<file path="config.mk">
export PLATFORM = sky130hd
export DESIGN_NAME = multi_button_conditioner_flat
export DESIGN_NICKNAME = d
export VERILOG_FILES = /design/src/rtl/multi_button_conditioner_if.sv /design/src/rtl/multi_button_conditioner.sv /design/src/flat_wrapper.sv
export SDC_FILE = /design/constraint.sdc
export NUM_CORES = 1
export LEC_CHECK = 0
export ABC_CLOCK_PERIOD_IN_PS = 8700
export CORE_MARGIN = 2
export CORE_UTILIZATION = 62
export CTS_CLUSTER_DIAMETER = 120
export DETAILED_ROUTE_END_ITERATION = 16
export PLACE_DENSITY = 0.8
export SLEW_MARGIN = 20
export SYNTH_ARGS = -nofsm -noshare
export SYNTH_HDL_FRONTEND = slang
export SYNTH_SLANG_ARGS = --single-unit
</file>
<file path="constraint.sdc">
create_clock -name clk_50MHz -period 8.7 [get_ports clk_50MHz]
set_input_delay 2.61 -clock clk_50MHz [delete_from_list [all_inputs] [get_ports clk_50MHz]]
set_output_delay 2.61 -clock clk_50MHz [all_outputs]
set_load 0.1 [all_outputs]
</file>
<file path="src/rtl/multi_button_conditioner_if.sv">
`default_nettype none
// ============================================================================
// Module      : multi_button_conditioner_if
// Description : Button bundle between the front-panel pins and the
//               conditioner: raw inputs in, debounced level and strobes out.
// Revision    : 1.0 - initial release
// ============================================================================
interface multi_button_conditioner_if #(
  parameter int NUM_BTN = 4
);
  logic [NUM_BTN-1:0] btn;
  logic [NUM_BTN-1:0] level;
  logic [NUM_BTN-1:0] press_pulse;
  logic [NUM_BTN-1:0] release_pulse;
  logic [NUM_BTN-1:0] long_pulse;
  logic [NUM_BTN-1:0] repeat_pulse;

  // Board / consumer side: drives raw buttons, observes conditioned outputs
  modport master (
    output btn,
    input  level,
    input  press_pulse,
    input  release_pulse,
    input  long_pulse,
    input  repeat_pulse
  );

  // Conditioner side
  modport slave (
    input  btn,
    output level,
    output press_pulse,
    output release_pulse,
    output long_pulse,
    output repeat_pulse
  );
endinterface
`default_nettype wire

</file>
<file path="src/rtl/multi_button_conditioner.sv">
`default_nettype none
// ============================================================================
// Module      : multi_button_conditioner
// Description : N-channel push-button conditioner. Each channel has a 2-FF
//               synchroniser, symmetric press/release debounce, a debounced
//               level and one-cycle press/release/long/repeat strobes.
// Revision    : 1.0 - initial release
// ============================================================================
module multi_button_conditioner #(
  parameter int NUM_BTN         = 4,
  parameter int DEBOUNCE_CYCLES = 50,
  parameter int LONG_CYCLES     = 0,
  parameter int REPEAT_CYCLES   = 0,
  parameter int CNT_W           = 32,
  parameter int ACTIVE_LOW      = 0
) (
  input  wire logic                  clk_50MHz,
  input  wire logic                  rst,
  multi_button_conditioner_if.slave  bus
);

  typedef enum logic [2:0] {
    ST_IDLE        = 3'd0,
    ST_DEB_PRESS   = 3'd1,
    ST_HELD        = 3'd2,
    ST_LONG        = 3'd3,
    ST_DEB_RELEASE = 3'd4
  } state_t;

  // Terminal counts are stored as "last" values so every timer test is an
  // equality against a constant; disabled timers never get compared.
  localparam logic [CNT_W-1:0] c_deb_last  = CNT_W'(DEBOUNCE_CYCLES - 1);
  localparam logic [CNT_W-1:0] c_long_last = CNT_W'(LONG_CYCLES - 1);
  localparam logic [CNT_W-1:0] c_rep_last  = CNT_W'(REPEAT_CYCLES - 1);
  localparam logic [CNT_W-1:0] c_cnt_max   = {CNT_W{1'b1}};
  localparam logic [CNT_W-1:0] c_cnt_one   = CNT_W'(1);
  localparam logic             c_long_en   = (LONG_CYCLES != 0);
  localparam logic             c_rep_en    = (REPEAT_CYCLES != 0) && (LONG_CYCLES != 0);
  localparam logic [NUM_BTN-1:0] c_invert  = (ACTIVE_LOW != 0) ? {NUM_BTN{1'b1}} : '0;

  logic [NUM_BTN-1:0] r_sync1;
  logic [NUM_BTN-1:0] r_sync2;
  logic [NUM_BTN-1:0] w_btn_s;

  // Two-stage synchroniser for all raw button inputs
  always_ff @(posedge clk_50MHz or posedge rst) begin
    if (rst) begin
      r_sync1 <= '0;
      r_sync2 <= '0;
    end else begin
      r_sync1 <= bus.btn;
      r_sync2 <= r_sync1;
    end
  end

  // Polarity normalisation so the FSM always sees 1 = pressed
  assign w_btn_s = r_sync2 ^ c_invert;

  for (genvar i = 0; i < NUM_BTN; i++) begin : g_chan
    state_t           r_state;
    state_t           w_state_nxt;
    logic [CNT_W-1:0] r_cnt;
    logic [CNT_W-1:0] w_cnt_nxt;
    logic [CNT_W-1:0] w_cnt_inc;
    logic             r_long_flag;
    logic             w_long_flag_nxt;
    logic             r_level;
    logic             w_level_nxt;
    logic             r_press;
    logic             w_press_nxt;
    logic             r_release;
    logic             w_release_nxt;
    logic             r_long;
    logic             w_long_nxt;
    logic             r_repeat;
    logic             w_repeat_nxt;

    // Saturating increment: a button held forever parks the timer, never wraps
    assign w_cnt_inc = (r_cnt == c_cnt_max) ? r_cnt : r_cnt + c_cnt_one;

    // Channel state, timer, long flag and registered outputs
    always_ff @(posedge clk_50MHz or posedge rst) begin
      if (rst) begin
        r_state     <= ST_IDLE;
        r_cnt       <= '0;
        r_long_flag <= 1'b0;
        r_level     <= 1'b0;
        r_press     <= 1'b0;
        r_release   <= 1'b0;
        r_long      <= 1'b0;
        r_repeat    <= 1'b0;
      end else begin
        r_state     <= w_state_nxt;
        r_cnt       <= w_cnt_nxt;
        r_long_flag <= w_long_flag_nxt;
        r_level     <= w_level_nxt;
        r_press     <= w_press_nxt;
        r_release   <= w_release_nxt;
        r_long      <= w_long_nxt;
        r_repeat    <= w_repeat_nxt;
      end
    end

    // Next-state, timer and strobe decode; strobes default low so each fires once
    always_comb begin
      w_state_nxt     = r_state;
      w_cnt_nxt       = w_cnt_inc;
      w_long_flag_nxt = r_long_flag;
      w_level_nxt     = r_level;
      w_press_nxt     = 1'b0;
      w_release_nxt   = 1'b0;
      w_long_nxt      = 1'b0;
      w_repeat_nxt    = 1'b0;
      unique case (r_state)
        ST_IDLE: begin
          w_cnt_nxt = '0;
          if (w_btn_s[i]) begin
            w_state_nxt = ST_DEB_PRESS;
            w_cnt_nxt   = c_cnt_one;
          end
        end
        ST_DEB_PRESS: begin
          if (!w_btn_s[i]) begin
            w_state_nxt = ST_IDLE;
            w_cnt_nxt   = '0;
          end else if (r_cnt == c_deb_last) begin
            w_state_nxt = ST_HELD;
            w_level_nxt = 1'b1;
            w_press_nxt = 1'b1;
            w_cnt_nxt   = '0;
          end
        end
        ST_HELD: begin
          if (!w_btn_s[i]) begin
            w_state_nxt = ST_DEB_RELEASE;
            w_cnt_nxt   = c_cnt_one;
          end else if (c_long_en && (r_cnt == c_long_last)) begin
            w_state_nxt     = ST_LONG;
            w_long_nxt      = 1'b1;
            w_long_flag_nxt = 1'b1;
            w_cnt_nxt       = '0;
          end
        end
        ST_LONG: begin
          if (!w_btn_s[i]) begin
            w_state_nxt = ST_DEB_RELEASE;
            w_cnt_nxt   = c_cnt_one;
          end else if (c_rep_en && (r_cnt == c_rep_last)) begin
            w_repeat_nxt = 1'b1;
            w_cnt_nxt    = '0;
          end
        end
        ST_DEB_RELEASE: begin
          if (w_btn_s[i]) begin
            // Release bounce: resume where we were, timers start over
            w_state_nxt = r_long_flag ? ST_LONG : ST_HELD;
            w_cnt_nxt   = '0;
          end else if (r_cnt == c_deb_last) begin
            w_state_nxt     = ST_IDLE;
            w_level_nxt     = 1'b0;
            w_release_nxt   = 1'b1;
            w_long_flag_nxt = 1'b0;
            w_cnt_nxt       = '0;
          end
        end
        default: begin
          w_state_nxt = ST_IDLE;
          w_cnt_nxt   = '0;
        end
      endcase
    end

    assign bus.level[i]         = r_level;
    assign bus.press_pulse[i]   = r_press;
    assign bus.release_pulse[i] = r_release;
    assign bus.long_pulse[i]    = r_long;
    assign bus.repeat_pulse[i]  = r_repeat;
  end : g_chan

endmodule
`default_nettype wire
</file>
<file path="src/flat_wrapper.sv">
// flat-port wrapper written by rule: the top's interface ports become plain ports
module multi_button_conditioner_flat 
#(
  parameter int NUM_BTN         = 4,
  parameter int DEBOUNCE_CYCLES = 50,
  parameter int LONG_CYCLES     = 0,
  parameter int REPEAT_CYCLES   = 0,
  parameter int CNT_W           = 32,
  parameter int ACTIVE_LOW      = 0
)
  (clk_50MHz, rst, bus_btn, bus_level, bus_press_pulse, bus_release_pulse, bus_long_pulse, bus_repeat_pulse);
  multi_button_conditioner_if #(.NUM_BTN(NUM_BTN)) bus_i ();
  input  wire logic clk_50MHz;
  input  wire logic rst;
  input wire logic [$bits(bus_i.btn)-1:0] bus_btn;
  output wire logic [$bits(bus_i.level)-1:0] bus_level;
  output wire logic [$bits(bus_i.press_pulse)-1:0] bus_press_pulse;
  output wire logic [$bits(bus_i.release_pulse)-1:0] bus_release_pulse;
  output wire logic [$bits(bus_i.long_pulse)-1:0] bus_long_pulse;
  output wire logic [$bits(bus_i.repeat_pulse)-1:0] bus_repeat_pulse;
  assign bus_i.btn = bus_btn;
  assign bus_level = bus_i.level;
  assign bus_press_pulse = bus_i.press_pulse;
  assign bus_release_pulse = bus_i.release_pulse;
  assign bus_long_pulse = bus_i.long_pulse;
  assign bus_repeat_pulse = bus_i.repeat_pulse;
  multi_button_conditioner #(.NUM_BTN(NUM_BTN), .DEBOUNCE_CYCLES(DEBOUNCE_CYCLES), .LONG_CYCLES(LONG_CYCLES), .REPEAT_CYCLES(REPEAT_CYCLES), .CNT_W(CNT_W), .ACTIVE_LOW(ACTIVE_LOW)) u_core (.clk_50MHz(clk_50MHz), .rst(rst), .bus(bus_i));
endmodule
</file>
Word level (Yosys, flattened, before mapping):

Cells that the tools add are included.

* register bits: 160
* bits in latches: 0
* bits in writable memories: 0
* ROM bits: 0
* input port bits: 6
* output and inout bits: 20
* word-level logic and storage cells: 198
* memories kept: 0

* $add $sub $neg: 4
* $mul: 0
* div/mod/pow operators: 0
* order comparisons: 0
* eq/ne operators: 56
* shifts and indexed selects: 0
* muxes and demuxes: 96
* bitwise gates (word level): 0
* reductions and logical operators: 20

Operator list (number)
* $mux W32: 20
* $pmux W32 S4: 4
* $add A32 B1 Y32 const B: 4
* $eq A32 B32 Y1 const B: 4
* $eq A32 B6 Y1 const B: 4
* $mux W3: 24
* $pmux W3 S4: 4
* $mux W1: 40
* $ne A2 B1 Y1 const B: 16
* $eq A3 B2 Y1 const B: 8
* $reduce_and A5 Y1: 4
* $ne A2 B2 Y1 const B: 8
* $reduce_and A4 Y1: 4
* $eq A3 B1 Y1 const B: 4
* $eq A3 B3 Y1 const B: 4
* $logic_not A3 Y1: 4
* $ne A3 B1 Y1 const B: 4
* $ne A3 B3 Y1 const B: 4
* $pmux W1 S2: 4
* $reduce_bool A2 Y1: 4
* $reduce_or A2 Y1: 4

Logic depth before layout (Yosys ltp):

Gate-level depths: netlist of run 1.

* depth after elaboration: 5
* mapped depth: 9
* mapped depth without buffers: 7

Worst setup path after synthesis of run 1:

OpenSTA, ideal clock, no wires.

* path kind: flip-flop to output port
* start point: reg u_core.g_chan[2].r_level
* end point: out bus_level[2]
* arrival time: 0.624 ns
* data required time: 6.090 ns
* slack: 5.466 ns
* stages on the path, launching flop included: 2
* buffers on the path: 1
* path through: dfrtp_1 > buf_4

RTL lines
* start, declared: line multi_button_conditioner.sv:67 `logic r_level;`
* start signal, assigned: line multi_button_conditioner.sv:96 `r_level <= w_level_nxt;`
* end, declared: line flat_wrapper.sv:16 `output wire logic [$bits(bus_i.level)-1:0] bus_level;`

No word-level cell between the ends.

Worst setup path in the final report of run 1:

* start point: reg u_core.g_chan[1].r_level
* end point: out bus_level[1]

RTL lines (line)
* start, declared: multi_button_conditioner.sv:67
* start signal, assigned: multi_button_conditioner.sv:96

No word-level cell between the ends.

==> summary.txt, run 1 <==
Status
  – Outcome: completed

Yosys
  – Cell with the most instances after synthesis: dfrtp_1
  – Post-synthesis cell count: 1031
  – Warnings, synthesis: 0
  – Post-synthesis cell type count: 60
  – Post-synth top area share: 43.1%
  – Synth top area cells: dfrtp_1 43%, a22oi_1 4.2%, a21oi_1 4.1%
  – Yosys top cell by area: dfrtp_1
  – Synth Register Bits: 160
  – Primary FF master, synth: dfrtp_1
  – Top post-synthesis cells by count: 160 x dfrtp_1, 76 x a21oi_1, 75 x nand2_1
  – Post-synth ARST share: 100%
  – Mapped Area: 9280 µm²
  – Syn_area_per_cell: 9.00 µm²
  – Post-synth EDFFs: 0
  – Register area share after synthesis: 43.1%

CTS
  – Clock Pin Slew Worst Setup and Hold Paths: 0.06 ns
  – Hold buffer count at cts: 0
  – CTS root buffer: clkbuf_16
  – Max Root-Sink Buffers: 2
  – Post-CTS setup buffer count: 0
  – Post-cts gate resize count: 0
  – CTS tree: done
  – CTS sink cnt: 160
  – CTS HTree Levels: 4
  – Cts bufs inserted: 17
  – Clock latency on the worst-skew pair: roughly 0.43 ns

Layout
  – Syn-to-layout area delta: 7.78%
  – ANT cells: 0
  – Nets: 1019
  – Non-filler cells, final: 1201
  – Share of cells above drive strength 1: 5.70%
  – Final Core Density: between 60% and 70%
  – Design Area, Final: between 10000 and 15000 µm²

Worst setup path
  – CP Cell Sequence: clkdlybuf4s50_1
  – Crit path DAT: approximately 1.9 ns
  – Delay-heaviest family, CP: buffers and inverters
  – R2r setup slk: 6.00 ns
  – Worst path slowest cell: clkdlybuf4s50_1
  – Max FO, Critical Path: 3
  – Worst Setup Start Kind: register
  – CP Class: reg2out
  – Max incr delay on CP: 1.14 ns
  – WP data required: 6.09 ns
  – CP endpoint kind: output port
  – Crit path buffers/inverters: 1

Global routing
  – Vias in the first global route: 7447
  – Global-route wire length before repair: between 30000 and 40000 µm
  – Antenna violations before repair: 0
  – Gr usage total: 26.9%
  – Total gr overflow: 0
  – Largest net degree at the start of global routing: 84

Timing
  – Upper clock frequency limit: 220 MHz
  – Max Slew Vio Count: 0
  – Slew HR: 30.0%
  – Final setup vio count: 0
  – Sum of negative setup slack: 0 ns
  – Count of final hold-check violations: 0
  – Final Cycle Share: between 50% and 60%
  – Hold_ws: 0.350 ns
  – Minimum clock period: roughly 4.5 ns
  – Slew @ Worst Pin: 1.05 ns
  – RSZ-0062 raised after global routing: false
  – Max Clock Skew: 0.00732 ns

Placed design
  – Post-Place Cells: 1169
  – Port Buffer Count: 17
  – DP Area: 9430 µm²
  – RePlAce Congestion: 0.849
  – DPL Wire Length: approximately 13000 µm

Route
  – Drt initial violations: ~880
  – Remaining DRCs: 0
  – Routed WL: about 21000 µm
  – Via count: 7951
  – Drt pass-1 iters: 6
  – Via-per-instance ratio: 6.62
  – WL per Instance: 17.1 µm
  – Routed Antenna Nets: 0

Worst hold path
  – Hold Crit Class: reg2reg

Power
  – Lkg Pwr: ~0.0037 µW
  – PwrDens: between 150 and 200 nW/µm²
  – Max IR drop VDD: about 0.14 mV

Die
  – Die ar.: 16000 µm²
  – Num rows: 44
  – Die W: 126 µm
  – Die Y: 126 µm
  – Core box area: 14600 µm²
  – IO Count: 26
  – Initial Utilization: 63.6%

Flow run
  – Maxcap violations: 0
registers in the layout, summed over array words and instances, names as in the netlist:
name,cells
u_core.g_chan.r_cnt,128
u_core.g_chan.r_state,12
u_core.g_chan.r_level,4
u_core.g_chan.r_press,4
u_core.g_chan.r_release,4
u_core.r_sync1,4
u_core.r_sync2,4
logic make-up after synthesis:
kind of cell    Yosys count  synth area share, %
simple gates            435                 27.4
compound gates          274                 18.5
flops                   160                 43.1
buf+inv                 104                 5.09
xor+xnor                 42                 3.96
fa+ha+maj                 8                 1.08
mux                       7                0.782
other cells               1               0.0404
cell usage in the layout, fill, tap and decap left out, drive strengths merged, types with 12 or more instances in the layout:
cell type and count:
nor2 30, xor2 12, nor4 43, o31ai 23, nand2 75, nand3 38, o21ai 70, or3 60
and4 23, or4 25, and3 21, inv 26, clkbuf 20, and2 17, nor3 22, xnor2 30
clkdlybuf4s50 17, nand4 50, dfrtp 160, a22oi 52, a21oi 76
final timing paths:
check	cells after the start	endpoint	start
setup / recovery	1	bus_level[1]	u_core.g_chan[1].r_level
hold reg to reg	0	u_core.r_sync2[2]	u_core.r_sync1[2]
min in group asynchronous	2	u_core.g_chan[2].r_cnt[24]	rst
hold / removal	0	u_core.r_sync2[2]	u_core.r_sync1[2]
setup reg to reg	7	u_core.g_chan[3].r_cnt[20]	u_core.g_chan[3].r_cnt[1]
max in group asynchronous	3	u_core.g_chan[1].r_cnt[12]	rst
stage by stage:
step	power (µW)	setup WS [ns]
6_report	1570	4.16
5_1_grt	1620	4.11
4_1_cts	1580	4.14
3_5_place_dp	849	3.96
3_3_place_gp	848	3.99
2_1_floorplan	833	1.77
power breakdown:
part	switching, µW	internal, µW
Sequential	8.23	751
Clock	300	433
Combinational	57.8	18.0
Total	366	1200
layout make-up:
type / count / area [µm²]
Multi-Input combinational cell: 774 / 4860
Timing Repair Buffer: 26 / 238
Clock buffer: 20 / 457
Sequential cell: 160 / 4000
Inverter: 26 / 103
Tap cell: 184 / 230
Clock inverter: 11 / 115
Fill cell: 1117 / 4580
layer usage:
metal	vias up	GRT usage, %	part of all wire, %
li1	3876	-	-
met1	3846	39.0	48
met2	214	42.0	48
met3	15	4.93	4.2
met4	0	7.24	0.70
met5	-	0	0
No activity file was read; power rests on OpenSTA's default activity.
==> run 2, diff against run 1 <==
ABC_CLOCK_PERIOD_IN_PS = 4700   (was 8700)
clock period = 4.7 ns   (was 8.7 ns; I/O delays follow)
==> run 2 against run 1 <==
  * Critical path depth unchanged
  * Via count up 1.8%
  * Setup slack worse by 2.8 ns
  * Cell count up 0.25%
  * Register-to-register slack worse by 4.1 ns
  * Wire length up 1.9%
  * Count of clock-buffer cells in the layout unchanged
  * Global-route usage down 0.22 points
  * Flip-flop and latch count unchanged
  * Non-clock buffer count up 2
  * Clock power up 84%
  * Utilization up 0.28 points
==> summary.txt, run 2 (synthesized netlist as in run 1, its figures left out) <==
Die
  – Num rows: 44 (unchanged)
  – Die Y: 126 µm (unchanged)
  – Initial Utilization: 63.6% (unchanged)
  – IO Count: 26 (unchanged)
  – Die W: 126 µm (unchanged)
  – Core box area: 14600 µm² (unchanged)
  – Die ar.: 16000 µm² (unchanged)

Layout
  – Final Core Density: 68.9% (was 68.6%)
  – ANT cells: 0 (unchanged)
  – Largest registers: u_core.g_chan.r_cnt: 128 flops, u_core.g_chan.r_state: 12 flops (unchanged)
  – Design Area, Final: 10000 µm² (about the same)
  – Syn-to-layout area delta: 8.22% (was 7.78%)
  – Area occupied by registers: 4000 µm² (unchanged)
  – Reg with most FFs: u_core.g_chan.r_cnt (unchanged)
  – Fillers: 1116 (was 1117)
  – Share of cells above drive strength 1: 5.98% (was 5.70%)
  – Nets: 1021 (was 1019)
  – Max reg flops: 128 (unchanged)
  – Commonest non-fill, non-tap cell in the layout: dfrtp_1 (unchanged)
  – Area of the multi-input gates: 4850 µm² (was 4860 µm²)
  – Most frequent cells in the layout: 160 x dfrtp_1, 76 x a21oi_1, 75 x nand2_1, 69 x o21ai_0, 60 x or3_1 (unchanged)

Route
  – Routed Antenna Nets: 0 (unchanged)
  – Remaining DRCs: 0 (unchanged)
  – Via-per-instance ratio: 6.72 (was 6.62)
  – Drt initial violations: 897 (was 884)
  – Routed WL: 20900 µm (was 20500 µm)
  – Via count: 8095 (was 7951)
  – WL per Instance: 17.3 µm (was 17.1 µm)
  – Drt pass-1 iters: 6 (unchanged)

Timing
  – Final setup vio count: 0 (unchanged)
  – Max Slew Vio Count: 0 (unchanged)
  – Upper clock frequency limit: between 200 and 300 MHz
  – Slew @ Worst Pin: 1.06 ns (was 1.05 ns)
  – Slew HR: 28.8% (was 30.0%)
  – Count of final hold-check violations: 0 (unchanged)
  – Minimum clock period: 3.34 ns
  – Final Cycle Share: 71.1%
  – Hold_ws: 0.349 ns (was 0.350 ns)
  – Max Clock Skew: 0.00916 ns (was 0.00732 ns)
  – Sum of negative setup slack: 0 ns (unchanged)
  – RSZ-0062 raised after global routing: false (unchanged)

Worst setup path
  – Max incr delay on CP: 1.14 ns (about the same)
  – Crit path DAT: 1.93 ns (about the same)
  – R2R depth: 7 (unchanged)
  – CP Class: reg2out (unchanged)
  – Delay-heaviest family, CP: buffers and inverters (unchanged)
  – Worst Setup Start Kind: register (unchanged)
  – Crit. Startpoint: u_core.g_chan[2].r_level (was u_core.g_chan[1].r_level)
  – CP Cell Sequence: clkdlybuf4s50_1 (unchanged)
  – R2r setup slk: 1.89 ns (was 6.00 ns)
  – Crit path buffers/inverters: 1 (unchanged)
  – Worst path slowest cell: clkdlybuf4s50_1 (unchanged)
  – WP data required: 3.29 ns (was 6.09 ns)
  – Reg2reg end: u_core.g_chan[1].r_cnt[1] (was u_core.g_chan[3].r_cnt[20])
  – Max FO, Critical Path: 3 (unchanged)
  – R2r startpoint: u_core.g_chan[1].r_cnt[0] (was u_core.g_chan[3].r_cnt[1])
  – CP endpoint kind: output port (unchanged)

Flow run
  – Maxcap violations: 0 (unchanged)

CTS
  – Clock latency on the worst-skew pair: 0.43 ns (about the same)
  – Post-CTS setup buffer count: 0 (unchanged)
  – CTS root buffer: clkbuf_16 (unchanged)
  – CTS tree: done (unchanged)
  – Hold buffer count at cts: 0 (unchanged)
  – Max Root-Sink Buffers: 2 (unchanged)
  – Cts bufs inserted: 17 (unchanged)
  – Post-cts gate resize count: 0 (unchanged)
  – CTS sink cnt: 160 (unchanged)
  – Clock Pin Slew Worst Setup and Hold Paths: 0.07 ns (was 0.06 ns)
  – CTS HTree Levels: 4 (unchanged)

Global routing
  – Total gr overflow: 0 (unchanged)
  – Global-route wire length before repair: 35400 µm (was 35800 µm)
  – Largest net degree at the start of global routing: 53 (was 84)
  – Vias in the first global route: 7297 (was 7447)
  – Antenna violations before repair: 0 (unchanged)
  – Gr usage total: 26.7% (was 26.9%)

Power
  – Tot Pwr: 2900 µW (was 1570 µW)
  – Max IR drop VDD: 0.241 mV (was 0.143 mV)
  – Lkg Pwr: 0.00368 µW (was 0.00366 µW)
  – PwrDens: 289 nW/µm² (was 157 nW/µm²)

Worst hold path
  – Hold Path Stages: 0 (unchanged)
  – Worst Hold End: u_core.r_sync2[0] (was u_core.r_sync2[2])
  – Worst Min Path Start: u_core.r_sync1[0] (was u_core.r_sync1[2])
  – Hold Crit Class: reg2reg (unchanged)

Placed design
  – Port Buffer Count: 17 (unchanged)
  – DP Area: 9460 µm² (was 9430 µm²)
  – RePlAce Congestion: 0.834 (was 0.849)
  – DPL Wire Length: 13700 µm (was 13100 µm)

Status
  – Outcome: completed (unchanged)
==> run 2: cell count changes in the layout (fill, tap and decap cells not counted), sizes merged <==
cell	delta
clkinvlp	+1
buf	+2
clkinv	+1
bufinv	-1
==> run 2: report_power, final <==
group	total, µW	leakage, µW	switching [µW]	internal [µW]
sequential	1410	0.00220	15.9	1390
combinational	145	0.00120	108	36.9
clock	1350	0.000274	581	771
==> run 2: worst max path at each step <==
stage                                            to  slack (ns)  cells after the start
after detailed placement               bus_level[3]        1.80                      1
after CTS                              bus_level[3]        1.34                      1
after global placement                 bus_level[1]        1.81                      1
after floorplan           u_core.g_chan[0].r_cnt[0]        1.26                      1
after global routing                   bus_level[3]        1.31                      1
final                                  bus_level[2]        1.36                      1
==> run 2: through the flow <==
step / setup slack (ns) / instances
floorplan: 1.26 / 1038
global placement: 1.81 / 1171
detailed placement: 1.80 / 1171
CTS: 1.34 / 1203
global route: 1.31 / 1204
finish: 1.36 / 1204
==> run 2: cell type report <==
cell class	count	share of cell area (%)
inverters	26	1.01
clock inverters	12	1.10
multi-input cells	774	48.3
clock buffers	20	4.65
repair buffers	28	2.80
well taps	184	2.29
flip-flops and latches	160	39.9
==> run 2: routing by layer <==
layer | up-vias | GRT usage, % | wire [µm]
met3 | 21 | 3.84 | 985
met4 | 0 | 7.18 | 190
met5 | - | 0 | 0
met2 | 237 | 43.3 | 10100
met1 | 3960 | 37.8 | 9570
li1 | 3877 | - | -
